<file path="src/rtl/fetch_pc_unit_if.sv">
// Fetch-side bundle: decode stall, execute redirect, instruction-memory port and F/D register outputs.
// The slave modport is the fetch unit; the master modport is the surrounding pipeline/memory.
interface fetch_pc_unit_if;
  logic        stall;
  logic        redirect_valid;
  logic [11:0] redirect_pc;
  logic [11:0] imem_addr;
  logic [31:0] imem_data;
  logic        fd_valid;
  logic [11:0] fd_pc;
  logic [31:0] fd_insn;
  logic        fd_pred_taken;
  logic [11:0] fd_pred_pc;
  logic        flush_dx;

  modport master (
    output stall, redirect_valid, redirect_pc, imem_data,
    input  imem_addr, fd_valid, fd_pc, fd_insn, fd_pred_taken, fd_pred_pc, flush_dx
  );

  modport slave (
    input  stall, redirect_valid, redirect_pc, imem_data,
    output imem_addr, fd_valid, fd_pc, fd_insn, fd_pred_taken, fd_pred_pc, flush_dx
  );
endinterface

</file>
<file path="src/rtl/fetch_pc_unit.sv">
// Instruction-fetch front end: PC register, imem address, F/D capture and redirect handling.
// Define FETCH_PREDICT_EN to build j/jal/jr prediction with a circular return-address stack.
module fetch_pc_unit #(
  parameter int RAS_DEPTH = 4
) (
  input  logic           clock,
  input  logic           reset,
  fetch_pc_unit_if.slave fetch
);

  if (RAS_DEPTH < 2 || RAS_DEPTH > 16 || (RAS_DEPTH & (RAS_DEPTH - 1)) != 0) begin : g_bad_depth
    $error("fetch_pc_unit: RAS_DEPTH must be a power of two in 2..16");
  end

  logic [11:0] pc_p0;
  logic        fd_valid_p1;
  logic [11:0] fd_pc_p1;
  logic [31:0] fd_insn_p1;
  logic        fd_pred_taken_p1;
  logic [11:0] fd_pred_pc_p1;
  logic        flush_dx_p1;

  logic [11:0] seq_pc;
  logic        advance;
  logic        pred_taken;
  logic [11:0] pred_pc;

  assign seq_pc  = pc_p0 + 12'd1;
  assign advance = !fetch.redirect_valid && !fetch.stall;

`ifdef FETCH_PREDICT_EN
  localparam int                 PTR_W    = $clog2(RAS_DEPTH);
  localparam logic [PTR_W-1:0]   PTR_ONE  = PTR_W'(1);
  localparam logic [PTR_W:0]     CNT_ONE  = (PTR_W + 1)'(1);
  localparam logic [PTR_W:0]     RAS_FULL = (PTR_W + 1)'(RAS_DEPTH);
  localparam logic [4:0]         OP_J     = 5'b00001;
  localparam logic [4:0]         OP_JAL   = 5'b00011;
  localparam logic [4:0]         OP_JR    = 5'b00100;

  logic [11:0]      ras_mem [RAS_DEPTH];
  logic [PTR_W-1:0] ras_ptr;
  logic [PTR_W:0]   ras_cnt;
  logic [4:0]       opcode;
  logic             ras_push;
  logic             ras_pop;

  assign opcode = fetch.imem_data[31:27];

  always_comb begin
    pred_taken = 1'b0;
    pred_pc    = seq_pc;
    ras_push   = 1'b0;
    ras_pop    = 1'b0;
    case (opcode)
      OP_J: begin
        pred_taken = 1'b1;
        pred_pc    = fetch.imem_data[11:0];
      end
      OP_JAL: begin
        pred_taken = 1'b1;
        pred_pc    = fetch.imem_data[11:0];
        ras_push   = advance;
      end
      OP_JR: begin
        // Empty stack falls back to sequential, not-taken.
        if (ras_cnt != '0) begin
          pred_taken = 1'b1;
          pred_pc    = ras_mem[ras_ptr - PTR_ONE];
          ras_pop    = advance;
        end
      end
      default: ;
    endcase
  end

  // RAS control: ptr is the next write slot; occupancy saturates when full.
  always_ff @(posedge clock or negedge reset) begin
    if (!reset) begin
      ras_ptr <= '0;
      ras_cnt <= '0;
    end else if (ras_push) begin
      ras_ptr <= ras_ptr + PTR_ONE;
      if (ras_cnt != RAS_FULL) ras_cnt <= ras_cnt + CNT_ONE;
    end else if (ras_pop) begin
      ras_ptr <= ras_ptr - PTR_ONE;
      ras_cnt <= ras_cnt - CNT_ONE;
    end
  end

  always_ff @(posedge clock) begin
    if (ras_push) ras_mem[ras_ptr] <= seq_pc;
  end
`else
  assign pred_taken = 1'b0;
  assign pred_pc    = seq_pc;
`endif

  // Stage p0 -> p1: PC register and F/D capture; redirect beats stall beats advance.
  always_ff @(posedge clock or negedge reset) begin
    if (!reset) begin
      pc_p0            <= 12'h000;
      fd_valid_p1      <= 1'b0;
      fd_pc_p1         <= 12'h000;
      fd_insn_p1       <= 32'h0;
      fd_pred_taken_p1 <= 1'b0;
      fd_pred_pc_p1    <= 12'h000;
      flush_dx_p1      <= 1'b0;
    end else if (fetch.redirect_valid) begin
      pc_p0       <= fetch.redirect_pc;
      fd_valid_p1 <= 1'b0;
      flush_dx_p1 <= 1'b1;
    end else if (fetch.stall) begin
      flush_dx_p1 <= 1'b0;
    end else begin
      pc_p0            <= pred_pc;
      fd_valid_p1      <= 1'b1;
      fd_pc_p1         <= pc_p0;
      fd_insn_p1       <= fetch.imem_data;
      fd_pred_taken_p1 <= pred_taken;
      fd_pred_pc_p1    <= pred_pc;
      flush_dx_p1      <= 1'b0;
    end
  end

  assign fetch.imem_addr     = pc_p0;
  assign fetch.fd_valid      = fd_valid_p1;
  assign fetch.fd_pc         = fd_pc_p1;
  assign fetch.fd_insn       = fd_insn_p1;
  assign fetch.fd_pred_taken = fd_pred_taken_p1;
  assign fetch.fd_pred_pc    = fd_pred_pc_p1;
  assign fetch.flush_dx      = flush_dx_p1;

endmodule

</file>
<file path="src/flat_wrapper.sv">
// flat-port wrapper written by rule: the top's interface ports become plain ports
module fetch_pc_unit_flat 
#(
  parameter int RAS_DEPTH = 4
)
  (clock, reset, fetch_stall, fetch_redirect_valid, fetch_redirect_pc, fetch_imem_data, fetch_imem_addr, fetch_fd_valid, fetch_fd_pc, fetch_fd_insn, fetch_fd_pred_taken, fetch_fd_pred_pc, fetch_flush_dx);
  fetch_pc_unit_if fetch_i ();
  input  logic clock;
  input  logic reset;
  input wire logic [$bits(fetch_i.stall)-1:0] fetch_stall;
  input wire logic [$bits(fetch_i.redirect_valid)-1:0] fetch_redirect_valid;
  input wire logic [$bits(fetch_i.redirect_pc)-1:0] fetch_redirect_pc;
  input wire logic [$bits(fetch_i.imem_data)-1:0] fetch_imem_data;
  output wire logic [$bits(fetch_i.imem_addr)-1:0] fetch_imem_addr;
  output wire logic [$bits(fetch_i.fd_valid)-1:0] fetch_fd_valid;
  output wire logic [$bits(fetch_i.fd_pc)-1:0] fetch_fd_pc;
  output wire logic [$bits(fetch_i.fd_insn)-1:0] fetch_fd_insn;
  output wire logic [$bits(fetch_i.fd_pred_taken)-1:0] fetch_fd_pred_taken;
  output wire logic [$bits(fetch_i.fd_pred_pc)-1:0] fetch_fd_pred_pc;
  output wire logic [$bits(fetch_i.flush_dx)-1:0] fetch_flush_dx;
  assign fetch_i.stall = fetch_stall;
  assign fetch_i.redirect_valid = fetch_redirect_valid;
  assign fetch_i.redirect_pc = fetch_redirect_pc;
  assign fetch_i.imem_data = fetch_imem_data;
  assign fetch_imem_addr = fetch_i.imem_addr;
  assign fetch_fd_valid = fetch_i.fd_valid;
  assign fetch_fd_pc = fetch_i.fd_pc;
  assign fetch_fd_insn = fetch_i.fd_insn;
  assign fetch_fd_pred_taken = fetch_i.fd_pred_taken;
  assign fetch_fd_pred_pc = fetch_i.fd_pred_pc;
  assign fetch_flush_dx = fetch_i.flush_dx;
  fetch_pc_unit #(.RAS_DEPTH(RAS_DEPTH)) u_core (.clock(clock), .reset(reset), .fetch(fetch_i));
endmodule
</file>
<file path="config.mk">
export PLATFORM = sky130hd
export DESIGN_NAME = fetch_pc_unit_flat
export DESIGN_NICKNAME = d
export VERILOG_FILES = /design/src/rtl/fetch_pc_unit_if.sv /design/src/rtl/fetch_pc_unit.sv /design/src/flat_wrapper.sv
export SDC_FILE = /design/constraint.sdc
export NUM_CORES = 1
export LEC_CHECK = 0
export ABC_AREA = 1
export BUFFER_PORTS_ARGS = -buffer_cell sky130_fd_sc_hd__buf_2
export CAP_MARGIN = 20
export CORE_MARGIN = 2
export CORE_UTILIZATION = 47
export CTS_CLUSTER_SIZE = 28
export DETAILED_ROUTE_END_ITERATION = 8
export GPL_TIMING_DRIVEN = 0
export PLACE_DENSITY = 0.78
export SLEW_MARGIN = 20
export SYNTH_ARGS = -nofsm -noshare
export SYNTH_HDL_FRONTEND = slang
export SYNTH_SLANG_ARGS = --single-unit
export TNS_END_PERCENT = 5
</file>
<file path="constraint.sdc">
create_clock -name clock -period 2 [get_ports clock]
set_input_delay 0.2 -clock clock [delete_from_list [all_inputs] [get_ports clock]]
set_output_delay 0.2 -clock clock [all_outputs]
set_load 0.02 [all_outputs]
</file>
==> results.py, run 1 <==
metrics = {
    "grt": {
        "grt_pass1_vias": 2270,
        "grt-ovfl-total": 0,
        "antenna_found_initial": 0,
        "grt_max_degree": 53,
        "grt_pass1_wl_um": 10240,
        "grt_usage_pct": 20.44,
    },
    "worst_setup_path": {
        "max_stage_delay_ps": 450,
        "cp_max_fo": 6,
        "slowest_stage": "dfrtp_1",
        "cp_common_cell": "nand3_1",
        "crit_arrival_ps": 1600,
        "worstSetupPathType": "reg2reg",
        "crit_path_end_kind": "register",
        "cp_cell_sequence": "ha_1 > nand3_2 > nor2_4 > nand3_1 > nand3_1 > nand2_1",
        "start_kind": "register",
        "required_ps": 2220,
    },
    "cells_and_area": {
        "drive_above_1_share_pct": 31.50,
        "areaGrowthSynthToFinish_pct": 30.77,
        "fin_nets": 518,
        "diodes": 0,
        "post-route-util_pct": 63.67,
    },
    "sta": {
        "fmax_mhz": 725.5,
        "post-route-period-util_pct": 68.91,
        "setup_viol": 0,
        "finalWorstSetupSlack_ps": 621.7,
        "min_period_ps": 1378,
        "hold_slack_ps": 71.82,
        "finalHoldViolations": 0,
        "finalSetupTns_ps": 0,
        "drv_slew": 0,
        "fin_skew_ps": 9.308,
        "rsz0062_at_grt": "false",
    },
    "logic_synthesis": {
        "synthTopCellsByCount": "186 x nand2_1, 70 x dfrtp_1, 17 x nand3_1",
        "synth.distinct_cells": 22,
        "yosys_most_used_dff": "dfrtp_1",
        "yosysTopAreaCell": "dfrtp_1",
        "ys_ff_latch": 70,
        "yosysWarnings": 0,
        "synth_edf_count": 0,
        "avgSynthCellArea_um2": 8.504,
        "syn_inst": 339,
        "synth_area_um2": 2883,
        "synth_area_leaders": "dfrtp_1 61%, nand2_1 24%, nand3_1 3.0%",
        "yosysTopAreaCellShare_pct": 60.76,
        "synth-async-reset-ratio_pct": 100.0,
        "yosysMostFrequentCell": "nand2_1",
        "ys_seq_area_share_pct": 60.76,
        "synth_nets": 388,
    },
    "power": {
        "peakVddDrop_mv": 0.4857,
        "power_density_nw_per_um2": 936.3,
        "p_leak_nw": 2.208,
    },
    "clock_network": {
        "post-cts-setup-buffers": 0,
        "root_buffer": "clkbuf_8",
        "insertion_delay_ps": 330,
        "cts.sinks": 70,
        "clk_path_buf_depth": 2,
        "clk_pin_slew_ps": 70,
        "cts_tree": "yes",
        "cts_buffers": 9,
        "cts_htree_levels": 3,
    },
    "die": {
        "die_w_um": 82.32,
        "start_util_pct": 48.69,
        "die_y_um": 82.32,
        "core.rowCount": 28,
        "die_area_um2": 6776,
        "ios": 119,
        "coreArea_um2": 5921,
    },
    "worst_hold_path": {
        "min_path_type": "in2reg",
    },
    "route": {
        "num_vias": 2637,
        "drt-initial-drc-count": 136,
        "firstDrtPassIters": 4,
        "routedWlPerCell_um": 12.65,
        "ant_nets": 0,
        "finalWirelength_um": 6930,
        "drc": 0,
        "avgViaCountPerCell": 4.812,
    },
    "placement": {
        "portBuffers": 117,
        "place_ws_ps": 646.1,
        "gp_congestion": 0.8179,
        "dp_hpwl_um": 5123,
    },
    "outcome": {
        "status": "finished clean",
    },
    "job": {
        "drv_cap": 0,
    },
}
==> placed cells by master, fill, tap and decap left out, types with 2 or more instances in the layout <==
cell type  count
a21oi_1        3
a22o_1         2
buf_2        123
buf_4          6
clkbuf_1       5
clkbuf_8      11
dfrtp_1       70
inv_1         14
inv_2          2
nand2_1      186
nand3_1       17
nor2_1         8
nor2_2         2
o21ai_0       11
o21ai_1        2
==> flip-flops by register name, summed over array words and instances (netlist names) <==
signal and flops:
u_core.fetch.flush_dx 1, u_core.fetch.fd_pred_pc 12, u_core.fetch.fd_pc 12, u_core.fetch.fd_valid 1, u_core.fetch.imem_addr 12, u_core.fetch.fd_insn 32
==> repair_timing <==
action                    CTS  global route
gates resized for setup     0             0
hold endpoints to repair   18             0
hold buffers                1             0
==> cell families (layout without fill, tap and decap cells) <==
logic type      Yosys count  count (layout)  synth area share, %
buf+inv                  30             164                4.861
compound gates           18              18                3.385
fa+ha+maj                 1               1               0.4340
xor+xnor                  2               2               0.6077
other cells               1               1               0.1301
simple gates            217             217                29.82
flops                    70              70                60.76
==> report_power, final <==
part	internal, mW	switching [mW]	total (mW)
Sequential	1.60	0.126	1.73
Clock	0.512	0.482	0.994
Combinational	0.278	0.530	0.808
Total	2.39	1.14	3.53
==> critical path: cells and delay by family, from the launching register on <==
kind                     cells  cell delay [ps]
AND/OR/NAND/NOR              5              580
flip-flops                   1              450
adder cells (fa/ha/maj)      1              240
==> final timing paths <==
kind / from / to / slack [ps] / cells after the start
min reg2reg: u_core.fetch.fd_insn[21] / u_core.fetch.fd_insn[21] / 470 / 2
max: u_core.fetch.imem_addr[1] / u_core.fetch.fd_pred_pc[10] / 620 / 6
max reg2reg: u_core.fetch.imem_addr[1] / u_core.fetch.fd_pred_pc[10] / 620 / 6
min: fetch_imem_data[21] / u_core.fetch.fd_insn[21] / 70 / 3
max in group asynchronous: reset / u_core.fetch.fd_insn[2] / 1160 / 3
min in group asynchronous: reset / u_core.fetch.fd_pred_pc[9] / 290 / 2
==> routing by layer <==
layer / global-route usage, % / vias to the layer above / wire length [um]
li1: - / 1300 / -
met1: 26.24 / 1221 / 3067
met2: 32.34 / 105 / 3229
met3: 5.217 / 11 / 518
met4: 9.833 / 0 / 114
met5: 0 / - / 0
==> area by class of cell <==
class	instances	area [um2]
Sequential cell	70	1752
Clock inverter	1	5.005
Clock buffer	14	162.7
Timing Repair Buffer	119	625.6
Multi-Input combinational cell	239	991.0
Tap cell	75	93.84
Fill cell	520	2151
Buffer	14	80.08
Inverter	16	60.06
==> per-stage QoR <==
stage	std cells	cell area (um2)	total power [mW]
final	548	3770	3.530
after global routing	548	3770	3.726
after CTS	548	3770	3.562
after detailed placement	532	3592	2.568
after global placement	531	3562	2.535
after floorplan	339	2883	2.214
No activity file was read; power rests on OpenSTA's default activity.
==> run 2: changes to the inputs <==
clock period = 1.4 ns   (was 2 ns; I/O delays follow)
==> run 2 against run 1 <==
Net effect: flip-flop and latch count unchanged; clock-buffer cell count did not move; register-to-register slack lost 530 ps; sequential share of layout area decreased by 0.27 points; via count is 0.68% higher; first-iteration DRC count up 14%; global-route usage up 0.070 points; power grew 43%; critical path depth did not move; non-clock buffer count increased by 2.
==> results.py, run 2 (same netlist as run 1, synthesis figures left out) <==
metrics = {
    "outcome": {
        "status": "finished clean",
    },
    "die": {
        "core.rowCount": 28,
        "ios": 119,
        "start_util_pct": 48.69,
        "die_area_um2": 6776,
        "coreArea_um2": 5921,
        "die_y_um": 82.32,
        "die_w_um": 82.32,
    },
    "worst_setup_path": {
        "r2r_end": "u_core.fetch.fd_pred_pc[10]",
        "worstSetupPathType": "reg2reg",
        "start_kind": "register",
        "crit_path_end": "u_core.fetch.fd_pred_pc[10]",
        "crit_start": "u_core.fetch.imem_addr[1]",
        "cp_max_fo": 6,
        "r2r-start": "u_core.fetch.imem_addr[1]",
        "required_ps": 1620,
        "rrSetupSlack_ps": 90,
        "crit_arrival_ps": 1530,
        "rr_worst_depth": 6,
        "crit_path_end_kind": "register",
    },
    "power": {
        "internal-power_mw": 3.425,
        "sw_frac_of_total_pct": 32.13,
        "p_seq_share_pct": 49.0,
        "power_frac_comb_pct": 23.0,
        "power_density_nw_per_um2": 1327,
        "p_switching_mw": 1.621,
        "p_leak_nw": 2.210,
        "peakVddDrop_mv": 0.6919,
        "total_power_mw": 5.046,
        "clock_power_share_pct": 28.0,
    },
    "cells_and_area": {
        "multiInputGateArea_um2": 998.5,
        "areaGrowthSynthToFinish_pct": 31.90,
        "fill_cells": 512,
        "diodes": 0,
        "final_common_cell": "nand2_1",
        "largest_reg_flops": 32,
        "drive_above_1_share_pct": 32.84,
        "fin_nets": 520,
        "final_cell_mix": "186 x nand2_1, 123 x buf_2, 66 x dfrtp_1",
        "seqCellArea_um2": 1757,
    },
    "placement": {
        "gp_congestion": 0.8179,
        "portBuffers": 117,
        "dp_hpwl_um": 5123,
    },
    "grt": {
        "grt_max_degree": 53,
        "grt-ovfl-total": 0,
        "grt_usage_pct": 20.51,
        "grt_pass1_vias": 2286,
        "antenna_found_initial": 0,
        "grt_pass1_wl_um": 10270,
    },
    "sta": {
        "hold_slack_ps": 13.34,
        "setup_viol": 0,
        "min_period_ps": 1312,
        "post-route-period-util_pct": 93.71,
        "rsz0062_at_grt": "false",
        "fmax_mhz": 762.2,
        "finalHoldViolations": 0,
        "fin_skew_ps": 8.767,
        "drv_slew": 0,
    },
    "worst_hold_path": {
        "min_path_cells": 3,
        "min_path_type": "in2reg",
    },
    "route": {
        "drt-initial-drc-count": 155,
        "finalWirelength_um": 6944,
        "drc": 0,
        "drt-met1-wl_um": 3100,
        "wl_met2_um": 3191,
        "num_vias": 2655,
        "routed.top_layer": "met4",
        "routedWlPerCell_um": 12.63,
        "avgViaCountPerCell": 4.827,
        "wl_met3_um": 518,
        "ant_nets": 0,
        "firstDrtPassIters": 4,
    },
    "clock_network": {
        "cts.sinks": 70,
        "clk_pin_slew_ps": 70,
        "cts_tree": "yes",
        "clk_path_buf_depth": 2,
        "cts_buffers": 9,
        "root_buffer": "clkbuf_8",
        "cts_htree_levels": 3,
        "insertion_delay_ps": 330,
    },
    "job": {
        "drv_cap": 0,
    },
}
## run 2: worst min-delay path by stage
stage                              start                    endpoint  slack, ps
floorplan                          reset     u_core.fetch.fd_insn[0]       -160
global placement     fetch_imem_data[27]    u_core.fetch.fd_insn[27]        340
detailed placement                 reset  u_core.fetch.fd_pred_pc[9]         40
CTS                  fetch_imem_data[21]    u_core.fetch.fd_insn[21]        0.8
global route        fetch_redirect_valid       u_core.fetch.flush_dx          3
finish               fetch_imem_data[21]    u_core.fetch.fd_insn[21]         10
## run 2: area by class of cell
cell class | instances | area share [%]
clock buffer | 14 | 4.278
clock inverter | 1 | 0.1316
buffer | 14 | 2.106
inverter | 16 | 1.579
sequential | 70 | 46.20
tap | 75 | 2.468
timing repair buffer | 121 | 16.98
multi-input combinational | 239 | 26.26
## run 2: per-layer routing
layer / up-vias / global-route usage, %
li1: 1304 / -
met1: 1236 / 26.16
met2: 103 / 32.66
met3: 12 / 5.217
met4: 0 / 9.833
met5: - / 0
## run 2: per-stage QoR
stage / TNS, ps / cells / cell area (um2) / worst slack, ps / util (%)
final: 0 / 550 / 3802 / 88.04 / 64.22
after global routing: 0 / 550 / 3802 / 2.764 / 64.22
after CTS: 0 / 549 / 3780 / 26.31 / 63.84
after detailed placement: 0 / 532 / 3592 / 46.12 / 60.67
after global placement: -9222 / 531 / 3562 / -135.6 / 60.16
after floorplan: 0 / 339 / 2883 / 59.24 / -
## run 2: timing repair
item,4_1_cts,5_1_grt
hold endpoints to repair,30,1
buffers inserted,0,0
setup endpoints to repair,0,12
resized for setup,0,7
hold buffers,2,1
## run 2: power by group through the flow
stage / Sequential [mW] / Clock (mW) / Combinational (mW)
6_report: 2.47 / 1.41 / 1.16
5_1_grt: 2.50 / 1.55 / 1.28
4_1_cts: 2.47 / 1.45 / 1.17
3_5_place_dp: 2.50 / 0 / 1.17
3_3_place_gp: 2.49 / 0 / 1.13
2_1_floorplan: 2.83 / 0 / 0.336
## run 2: worst max-delay path, cell delays in order (launching register included)
cell,delay [ps]
dfrtp_2,420
ha_2,210
nand3_2,120
nor2_4,180
nand3_1,90
nand3_1,120
nand2_1,60
==> run 3: changes to the inputs <==
CELL_PAD_IN_SITES_DETAIL_PLACEMENT = 1   (was unset)
CELL_PAD_IN_SITES_GLOBAL_PLACEMENT = 1   (was unset)
CORE_UTILIZATION = 34   (was 47)
PLACE_DENSITY = 0.79   (was 0.78)
SLEW_MARGIN = unset   (was 20)
==> run 3 against run 2 <==
Net effect: via count is 1.4% higher; wire length is 20% higher; critical path type is now in2reg; register-to-register slack about the same.
==> results.py, run 3 (same netlist as run 1, synthesis figures left out) <==
metrics = {
    "outcome": {
        "status": "finished clean",
    },
    "die": {
        "coreArea_um2": 8217,
        "die_w_um": 96.08,
        "die_y_um": 96.08,
        "ios": 119,
        "die_area_um2": 9231,
        "core.rowCount": 33,
        "start_util_pct": 35.08,
    },
    "worst_setup_path": {
        "slowest_stage": "dlygate4sd3_1",
        "crit_path_end_kind": "register",
        "crit_start": "fetch_redirect_valid",
        "max_stage_delay_ps": 540,
        "cp_top_family": "buffers and inverters",
        "required_ps": 1630,
        "crit_arrival_ps": 1560,
        "cp_max_fo": 10,
        "critPathBufInv": 5,
        "start_kind": "primary input",
        "worstSetupPathType": "in2reg",
        "cp_cell_sequence": "dlygate4sd3_1 > buf_2 > nor2_4 > inv_2 > buf_4 > buf_2 > nand2_1 > nand2_1",
        "r2r-start": "u_core.fetch.imem_addr[0]",
        "rrSetupSlack_ps": 100,
        "rr_worst_depth": 6,
        "r2r_end": "u_core.fetch.imem_addr[10]",
    },
    "route": {
        "ant_nets": 0,
        "drc": 0,
        "finalWirelength_um": 8332,
        "avgViaCountPerCell": 4.515,
        "drt-initial-drc-count": 78,
        "firstDrtPassIters": 4,
        "routedWlPerCell_um": 13.98,
        "num_vias": 2691,
    },
    "sta": {
        "setup_viol": 0,
        "maxSlewHeadroom_pct": 41.21,
        "fin_skew_ps": 6.649,
        "finalWorstSetupSlack_ps": 72.70,
        "worst_pin_slew_ps": 881.8,
        "finalSetupTns_ps": 0,
        "post-route-period-util_pct": 94.81,
        "drv_slew": 0,
        "finalHoldViolations": 0,
        "min_period_ps": 1327,
        "fmax_mhz": 753.4,
    },
    "power": {
        "power_density_nw_per_um2": 1363,
        "p_leak_nw": 2.296,
        "peakVddDrop_mv": 0.5551,
        "total_power_mw": 5.508,
    },
    "clock_network": {
        "cts_htree_levels": 3,
        "root_buffer": "clkbuf_8",
        "cts.sinks": 70,
        "clk_pin_slew_ps": 80,
        "insertion_delay_ps": 330,
        "cts_tree": "yes",
        "cts_buffers": 9,
        "clk_path_buf_depth": 2,
    },
    "cells_and_area": {
        "post-route-util_pct": 49.17,
        "largest_reg_flops": 32,
        "final_cell_mix": "185 x nand2_1, 122 x buf_2, 66 x dfrtp_1",
        "areaGrowthSynthToFinish_pct": 40.15,
        "fill_cells": 1037,
        "fin_nets": 535,
        "diodes": 0,
        "postLayoutCellArea_um2": 4040,
        "final_common_cell": "nand2_1",
        "drive_above_1_share_pct": 33.60,
    },
    "placement": {
        "dp_hpwl_um": 5773,
        "portBuffers": 117,
        "place_ws_ps": -33.42,
        "placed_area_um2": 3602,
        "gp_congestion": 0.7703,
    },
    "grt": {
        "grt_max_degree": 71,
        "grt_usage_pct": 19.11,
        "grt_pass1_wl_um": 13410,
        "grt_pass1_vias": 2714,
        "grt-ovfl-total": 0,
        "antenna_found_initial": 0,
    },
    "worst_hold_path": {
        "min_to": "u_core.fetch.fd_insn[10]",
        "min_path_type": "in2reg",
        "min_path_cells": 3,
        "holdCritStartpoint": "fetch_imem_data[10]",
    },
    "job": {
        "drv_cap": 0,
    },
}
-- run 3: cell count changes in the layout (fill, tap and decap cells not counted), moves of 2 or more --
| cell | change |
|---|---|
| buf_4 | +4 |
| dlygate4sd3_1 | +13 |
| bufinv_16 | +2 |
| clkbuf_2 | +2 |
| clkinvlp_4 | +2 |
| clkbuf_1 | -5 |
-- run 3: worst max-delay path by stage --
stage | to | slack (ps) | cells after the start
after CTS | u_core.fetch.fd_insn[2] | 3 | 6
after floorplan | u_core.fetch.fd_pred_pc[10] | 60 | 6
final | u_core.fetch.fd_insn[20] | 70 | 8
after global placement | u_core.fetch.fd_insn[8] | -230 | 1
after global routing | u_core.fetch.imem_addr[11] | -7 | 6
after detailed placement | u_core.fetch.imem_addr[10] | -30 | 6
-- run 3: worst reg2reg max path: cells and delay by family, from the launching register on --
| kind | cells | cell delay (ps) |
|---|---|---|
| and+or+nand+nor | 5 | 580 |
| DFF | 1 | 400 |
| adders and majority gates | 1 | 220 |
-- run 3: report_power, final --
part	total, mW	switching, mW	internal [mW]
logic	1.22	0.788	0.433
clock network	1.81	0.767	1.05
registers	2.47	0.184	2.29
total	5.51	1.74	3.77
-- run 3: metal layers --
| metal | global-route usage (%) | part of all wire (%) | vias to the layer above |
|---|---|---|---|
| met3 | 5.717 | 5.4 | 6 |
| met4 | 3.929 | 0.68 | 0 |
| met5 | 0 | 0 | - |
| met1 | 24.84 | 46 | 1286 |
| met2 | 31.71 | 48 | 71 |
| li1 | - | - | 1328 |
-- run 3: through the flow --
step	hold slack (ps)	std cells
finish	7.930	596
global placement	339.5	561
detailed placement	325.1	561
CTS	0.7057	593
global route	4.744	596
floorplan	-155.6	339
-- run 3: repair_timing --
action / CTS / global route
resized for setup: 2 / 14
endpoints found under the setup margin: 6 / 48
setup buffers: 0 / 3
hold endpoints to repair: 85 / 0
hold buffers: 16 / 0
pin swaps: 0 / 1
-- run 3: cell type report --
type	count	area, um2	area share, %
clock buffers	10	137.6	3.407
inverters	16	60.06	1.487
repair buffers	136	770.7	19.08
well taps	105	131.4	3.252
clock inverters	6	85.08	2.106
plain buffers	14	85.08	2.106
flip-flops and latches	70	1757	43.48
multi-input cells	239	1013	25.09
